--- src/rtl/bit_scanner_pkg.sv ---
// Shared types for the bit_scanner block: FSM state encoding and width limits.
package bit_scanner_pkg;

    typedef enum logic [1:0] {
        ST_IDLE  = 2'd0,
        ST_SCAN  = 2'd1,
        ST_EMPTY = 2'd2
    } state_e;

    localparam int unsigned MIN_WIDTH = 32'd2;
    localparam int unsigned MAX_WIDTH = 32'd64;

endpackage : bit_scanner_pkg

--- src/rtl/bit_scanner_prio_enc.sv ---
// Combinational find-first-set over a vector, in ascending or descending index order.
module prio_enc #(
    parameter  int WIDTH     = 8,
    parameter  bit MSB_FIRST = 1'b0,
    localparam int PW        = $clog2(WIDTH)
) (
    input  logic [WIDTH-1:0] vec_i,
    output logic [PW-1:0]    pos_o,
    output logic             any_o
);

    // The later loop iteration wins, so the sweep direction selects the preferred end.
    always_comb begin
        pos_o = '0;
        any_o = |vec_i;
        if (MSB_FIRST) begin
            for (int i = 0; i < WIDTH; i++) begin
                pos_o = vec_i[i] ? PW'(i) : pos_o;
            end
        end else begin
            for (int i = WIDTH - 1; i >= 0; i--) begin
                pos_o = vec_i[i] ? PW'(i) : pos_o;
            end
        end
    end

endmodule : prio_enc

--- src/rtl/bit_scanner.sv ---
// Accepts a vector and emits one beat per set bit in scan order.
// Optional feature: BIT_SCANNER_EMPTY_FLAG_EN reports all-zero vectors as a single beat.
module bit_scanner
    import bit_scanner_pkg::*;
#(
    parameter  int WIDTH     = 8,
    parameter  bit MSB_FIRST = 1'b0,
    localparam int PW        = $clog2(WIDTH)
) (
    input  logic             clk,
    input  logic             areset_n,
    input  logic             in_valid,
    output logic             in_ready,
    input  logic [WIDTH-1:0] in_vec,
    output logic             out_valid,
    input  logic             out_ready,
    output logic [PW-1:0]    out_pos,
    output logic             out_last
`ifdef BIT_SCANNER_EMPTY_FLAG_EN
    ,
    output logic             out_empty
`endif
);

    state_e             state_q;
    logic [WIDTH-1:0]   rem_q;
    logic [WIDTH-1:0]   rem_d;
    logic [PW-1:0]      enc_pos_s;
    logic               enc_any_s;
    logic               last_s;

    prio_enc #(
        .WIDTH     (WIDTH),
        .MSB_FIRST (MSB_FIRST)
    ) u_prio_enc (
        .vec_i (rem_q),
        .pos_o (enc_pos_s),
        .any_o (enc_any_s)
    );

    // Next remaining-bits value after the current beat is consumed, and the single-bit test.
    always_comb begin
        rem_d  = rem_q & ~({{(WIDTH-1){1'b0}}, 1'b1} << enc_pos_s);
        last_s = enc_any_s && ((rem_q & (rem_q - {{(WIDTH-1){1'b0}}, 1'b1})) == '0);
    end

    // Scan FSM: accept in IDLE, walk rem in SCAN, single empty beat in EMPTY.
    always_ff @(posedge clk or negedge areset_n) begin
        if (!areset_n) begin
            state_q <= ST_IDLE;
            rem_q   <= '0;
        end else begin
            case (state_q)
                ST_IDLE: begin
                    if (in_valid) begin
                        rem_q <= in_vec;
                        if (|in_vec) begin
                            state_q <= ST_SCAN;
                        end else begin
`ifdef BIT_SCANNER_EMPTY_FLAG_EN
                            state_q <= ST_EMPTY;
`else
                            state_q <= ST_IDLE;
`endif
                        end
                    end else begin
                        state_q <= ST_IDLE;
                    end
                end
                ST_SCAN: begin
                    if (out_ready) begin
                        rem_q <= rem_d;
                        state_q <= last_s ? ST_IDLE : ST_SCAN;
                    end else begin
                        state_q <= ST_SCAN;
                    end
                end
                ST_EMPTY: begin
                    rem_q   <= '0;
                    state_q <= out_ready ? ST_IDLE : ST_EMPTY;
                end
                default: begin
                    rem_q   <= '0;
                    state_q <= ST_IDLE;
                end
            endcase
        end
    end

    // Outputs decode only registered state; position and last are forced low when idle.
    always_comb begin
        in_ready  = 1'b0;
        out_valid = 1'b0;
        out_pos   = '0;
        out_last  = 1'b0;
        case (state_q)
            ST_IDLE: begin
                in_ready = 1'b1;
            end
            ST_SCAN: begin
                out_valid = 1'b1;
                out_pos   = enc_pos_s;
                out_last  = last_s;
            end
            ST_EMPTY: begin
                out_valid = 1'b1;
                out_last  = 1'b1;
            end
            default: begin
                in_ready = 1'b0;
            end
        endcase
    end

`ifdef BIT_SCANNER_EMPTY_FLAG_EN
    assign out_empty = (state_q == ST_EMPTY);
`endif

endmodule : bit_scanner

--- config.mk ---
export PLATFORM = sky130hd
export DESIGN_NAME = bit_scanner
export DESIGN_NICKNAME = d
export VERILOG_FILES = /design/src/rtl/bit_scanner_pkg.sv /design/src/rtl/bit_scanner_prio_enc.sv /design/src/rtl/bit_scanner.sv
export SDC_FILE = /design/constraint.sdc
export NUM_CORES = 1
export LEC_CHECK = 0
export CAP_MARGIN = 30
export CORE_MARGIN = 10
export CORE_UTILIZATION = 35
export DETAILED_ROUTE_END_ITERATION = 6
export PLACE_DENSITY = 0.62
export REMOVE_ABC_BUFFERS = 1
export SETUP_SLACK_MARGIN = 0.02
export SLEW_MARGIN = 20
export SYNTH_ARGS = -nofsm -noshare
export SYNTH_HDL_FRONTEND = slang
export SYNTH_HIERARCHICAL = 1
export SYNTH_SLANG_ARGS = --single-unit
--- constraint.sdc ---
create_clock -name clk -period 1.9 [get_ports clk]
set_input_delay 0.285 -clock clk [delete_from_list [all_inputs] [get_ports clk]]
set_output_delay 0.285 -clock clk [all_outputs]
set_load 0.1 [all_outputs]
==> flow_summary.ini, run 1 <==
[layout]
syn_to_final_growth_pct = 67.5
drive_gt1_frac = 0.397
layout.cells.most_common = clkdlybuf4s50_1
num_antenna_cells = 0
layout_common_cells = 11 x clkdlybuf4s50_1, 10 x buf_4, 7 x nand2_1, 7 x a22o_1
fin_nets = 133

[timing]
skew_ns = 0.00176
fin_crit_ns = 2.15
rsz0062_at_grt = true
final_max_slew_viol_count = 0
fmax_mhz = 466
max-slew-margin-rel = 0.688
worst_slew_pin_slew_ns = 0.468
fin_crit_sh = 1.13
setup_viol = 4
hold_viol_final = 0
tns_ns = -0.573
setup_ws_ns = -0.245

[global_routing]
grt.overflow.total = 0
antenna_found_initial = 0
track_usage = 0.106
grt_pass1_vias = 781
grt_max_degree = 14
grt_pass1_wl_mm = 3.70

[floorplanning]
die_area_um2 = 4400
core_region_area_um2 = 2000
die_x_um = 66.3
die_height_um = 66.3
ios = 18
start_util = 0.375
row_count = 16

[route]
vias_per_cell = 5.41
ant_nets = 0
drt-pass1-iter-count = 4
drt_first_iter_violations = 16
detail_route.wl_per_cell_um = 15.7
remaining_drc_errors = 0
vias = 773
routed_wl_mm = 2.25

[yosys]
yosys_warnings = 6
syn_inst = 83
synthTopCellsByArea = dfrtp_1 33%, a22o_1 8.2%, ha_1 6.7%, nand2b_1 4.2%, a211oi_1 4.0%
yosys.area.top_type = dfrtp_1
yosysUniqueCellTypes = 27
ys_seq_elements = 10
syn-mean-instance-area_um2 = 9.04
netlist_area_um2 = 751
synth.top_cell.area_share = 0.333
ys_seq_area_frac = 0.333

[clock_tree]
clock_path_buffers = 2
cts-buffers-inserted = 3
cts_num_sinks = 10
cts.htree.levels = 1
hold_buffers = 0
cts_root_buf = clkbuf_4
cts_tree = done
clk_latency_ns = 0.27
clkTransAtPathRegs_ns = 0.07

[critical_path]
crit_type = register to output pin
worstRegToRegCells = 6
cp-end-kind = output pin
r2r_start = rem_q[4]
crit_required_ns = 1.62
startpoint_type = register
r2r_end = rem_q[2]
worst-r2r-setup-slack_ns = 0.04
crit_fanout = 3
cp.arrival_ns = 1.86

[placed_design]
io_buffer_count = 17
dpl.hpwl_mm = 1.73
gp_congestion = 0.806

[hold_path]
min_path_type = input pin to asynchronous set/reset pin

[job]
max_cap_violations = 0

[run_status]
status = finished with violations
violations = setup timing
[state kept, by name, indices dropped and copies added (netlist names)]
register and count:
rem_q 8, state_q 2
[Yosys cell counts]
cell,number
o21bai_1,1
a21bo_2,2
nor4_4,1
and2_1,4
a21boi_0,1
o21ai_0,2
nand2_1,8
ha_1,4
a22oi_1,1
inv_1,6
nor4_2,1
dfrtp_1,10
a21o_1,3
buf_2,1
nand2b_1,5
a21oi_1,3
nor2_1,6
nor2b_1,3
a22o_1,7
o211ai_1,1
nor4_1,4
a211oi_2,1
o41ai_1,1
a21oi_2,1
a211oi_1,4
nor3b_1,1
a22o_2,1
[kinds of logic (layout without fill, tap and decap cells)]
family,after synthesis,in the layout,synth area share
flip-flops,10,10,0.333
AND/OR/NAND/NOR,33,33,0.258
AO/OA/AOI/OAI,29,29,0.305
buffers and inverters,7,40,0.0367
adder cells (fa/ha/maj),4,4,0.0667
[stage by stage]
stage | hold slack (ns) | cell area, um2 | utilization | worst slack, ns | cells
after CTS | 0.339 | 1200 | 0.601 | -0.271 | 143
after global placement | 0.563 | 1060 | 0.531 | 0.00660 | 133
after detailed placement | 0.566 | 1060 | 0.531 | 0.0119 | 133
after global routing | 0.371 | 1260 | 0.628 | -0.332 | 143
final | 0.324 | 1260 | 0.628 | -0.245 | 143
after floorplan | -0.0106 | 746 | - | -0.639 | 82
[cell type report]
| type | count | area [um2] |
|---|---|---|
| inverters | 6 | 22.5 |
| repair buffers | 30 | 339 |
| clock buffers | 4 | 36.3 |
| fillers | 166 | 744 |
| multi-input cells | 66 | 571 |
| flip-flops and latches | 10 | 255 |
| well taps | 27 | 33.8 |
[critical path, stage by stage, from the launching register on]
cell and delay [ns]:
dfrtp_2 0.44, nor4_4 0.31, o211ai_1 0.16, a211oi_2 0.28, a22o_1 0.22, buf_12 0.18
[worst max-delay path by stage]
stage | start | end | cells past startpoint
global placement | rem_q[4] | rem_q[2] | 6
global route | rem_q[6] | out_last | 5
floorplan | state_q[0] | out_last | 4
detailed placement | rem_q[4] | rem_q[2] | 6
CTS | rem_q[6] | out_last | 5
finish | rem_q[6] | out_last | 5
[metal layers]
metal | vias up | global-route usage | share of wire | routed length, um
li1 | 374 | - | - | -
met1 | 373 | 0.109 | 0.40 | 902
met2 | 22 | 0.193 | 0.53 | 1200
met3 | 4 | 0.0220 | 0.048 | 108
met4 | 0 | 0.0628 | 0.020 | 44
met5 | - | 0 | 0 | 0
[timing repair]
action	in CTS	in global routing
pin swaps	7	9
hold endpoints to repair	0	0
endpoints found under the setup margin	9	10
gates resized for setup	17	11
buffers inserted	6	2
Power of run 1 is not shown: default switching activity piles up to over one toggle a cycle in this logic, so the estimate is an artifact.
==> run 2: changes to the inputs <==
--- a/config.mk
+++ b/config.mk
@@ -6,7 +6,7 @@
 export NUM_CORES = 1
 export LEC_CHECK = 0
 export CAP_MARGIN = 30
-export CORE_MARGIN = 10
+export CORE_MARGIN = 8
 export CORE_UTILIZATION = 35
 export DETAILED_ROUTE_END_ITERATION = 6
 export PLACE_DENSITY = 0.62
==> run 2 against run 1 <==
  * The flow still finishes with violations (setup timing)
  * Global-route usage rose by 0.62 points
  * Register-to-register slack got worse by 0.03 ns
  * Design area fell by 6.7%
  * Worst setup slack improved by 0.011 ns
  * Non-clock buffer count fell by 3
  * Hold slack improved by 0.0076 ns
  * Maximum frequency rose by 0.54%
  * Sequential share of layout area rose by 1.6 points
  * Final cell count fell by 2.1%
  * Critical endpoint unchanged
  * Count of clock-buffer cells in the layout did not move
==> flow_summary.ini, run 2 (synthesized netlist as in run 1, its figures left out) <==
[timing]
setup_viol = 3
hold_viol_final = 0
final_max_slew_viol_count = 0
fin_crit_sh = 1.12
worst_slew_pin_slew_ns = 0.454
setup_ws_ns = -0.234
skew_ns = 0.00923
max-slew-margin-rel = 0.696
fmax_mhz = 469
rsz0062_at_grt = true
fin_crit_ns = 2.13

[floorplanning]
core_region_area_um2 = 2000
die_x_um = 62.3
start_util = 0.375
die_area_um2 = 3880
ios = 18
die_height_um = 62.3
row_count = 16

[placed_design]
dpl-instance-area_um2 = 1060
gp_congestion = 0.795
dpl.hpwl_mm = 1.70
io_buffer_count = 17
dp_cells = 133

[run_status]
violations = setup timing
status = finished with violations

[layout]
final_core_util = 0.586
fin_area_um2 = 1170
fillers = 190
layout_common_cells = 11 x clkdlybuf4s50_1, 8 x nand2_1, 7 x a22o_1, 7 x buf_4
num_antenna_cells = 0
largest_reg_flops = 8
syn_to_final_growth_pct = 56.3
layout.cells.most_common = clkdlybuf4s50_1
drive_gt1_frac = 0.336
multi_input_area_um2 = 508
fin_nets = 130
stdcell_count = 140
final-seq-area_um2 = 256
regMostFlops = rem_q
reg_top3 = rem_q x8, state_q x2

[critical_path]
cp_slowest_cell = dfrtp_2
cpPeakStageDelay_ns = 0.46
crit_fanout = 6
startpoint_type = register
crit_chain = nor4_4, o211ai_1, a211oi_2, a22o_1, buf_12
cp.arrival_ns = 1.85
crit_required_ns = 1.62
cp-end-kind = output pin
crit_type = register to output pin

[global_routing]
track_usage = 0.113
grt.overflow.total = 0
grt_max_degree = 14
grt_pass1_wl_mm = 3.62
antenna_found_initial = 0
grt_pass1_vias = 771

[clock_tree]
clkTransAtPathRegs_ns = 0.07
cts-buffers-inserted = 3
hold_buffers = 0
clock_path_buffers = 2
cts_tree = done
cts_num_sinks = 10
cts_root_buf = clkbuf_4
cts.htree.levels = 1
clk_latency_ns = 0.26

[route]
ant_nets = 0
vias = 724
remaining_drc_errors = 0
routed_wl_mm = 2.08
drt-pass1-iter-count = 4
vias_per_cell = 5.17
detail_route.wl_per_cell_um = 14.9
drt_first_iter_violations = 26

[hold_path]
min_path_type = input pin to asynchronous set/reset pin

[job]
max_cap_violations = 0
## run 2: repair_timing
item | CTS | global route
pin swaps | 3 | 2
setup buffers | 2 | 1
gates resized for setup | 16 | 1
endpoints found under the setup margin | 9 | 9
## run 2: final cells by class
cell class	count	area share
Multi-Input combinational cell	66	0.433
Clock buffer	4	0.0309
Tap cell	27	0.0288
Sequential cell	10	0.219
Timing Repair Buffer	27	0.270
Inverter	6	0.0192
## run 2: per-stage QoR
stage | setup WS, ns | hold WS (ns) | TNS (ns)
after global routing | -0.375 | 0.354 | -1.06
final | -0.234 | 0.331 | -0.428
after CTS | -0.250 | 0.337 | -0.428
after detailed placement | -0.00264 | 0.574 | -0.00515
after floorplan | -0.639 | -0.0106 | -2.62
after global placement | -0.0226 | 0.568 | -0.0583
## run 2: critical path, delay by kind of cell, from the launching register on
kind	cells	cell delay, ns
AOI/OAI and AO/OA	3	0.63
buffers and inverters	1	0.18
DFF	1	0.46
and+or+nand+nor	1	0.31
## run 2: path summary, 6_finish.rpt
path | cells past startpoint | from | to | slack [ns]
setup / recovery | 5 | rem_q[2] | out_last | -0.23
hold / removal | 1 | areset_n | state_q[1] | 0.33
setup reg to reg | 6 | rem_q[4] | rem_q[2] | 0.01
hold reg to reg | 1 | rem_q[5] | rem_q[5] | 0.61
max in group asynchronous | 1 | areset_n | rem_q[2] | 1.22
min in group clk | 3 | in_vec[7] | rem_q[7] | 0.59
## run 2: per-layer routing
metal | GRT usage | vias up | part of all wire | routed length (um)
li1 | - | 367 | - | -
met1 | 0.123 | 342 | 0.43 | 903
met2 | 0.197 | 13 | 0.52 | 1090
met3 | 0.0323 | 2 | 0.034 | 70
met4 | 0.0513 | 0 | 0.011 | 22
met5 | 0 | - | 0 | 0
Power of run 2 is left out for the same reason.
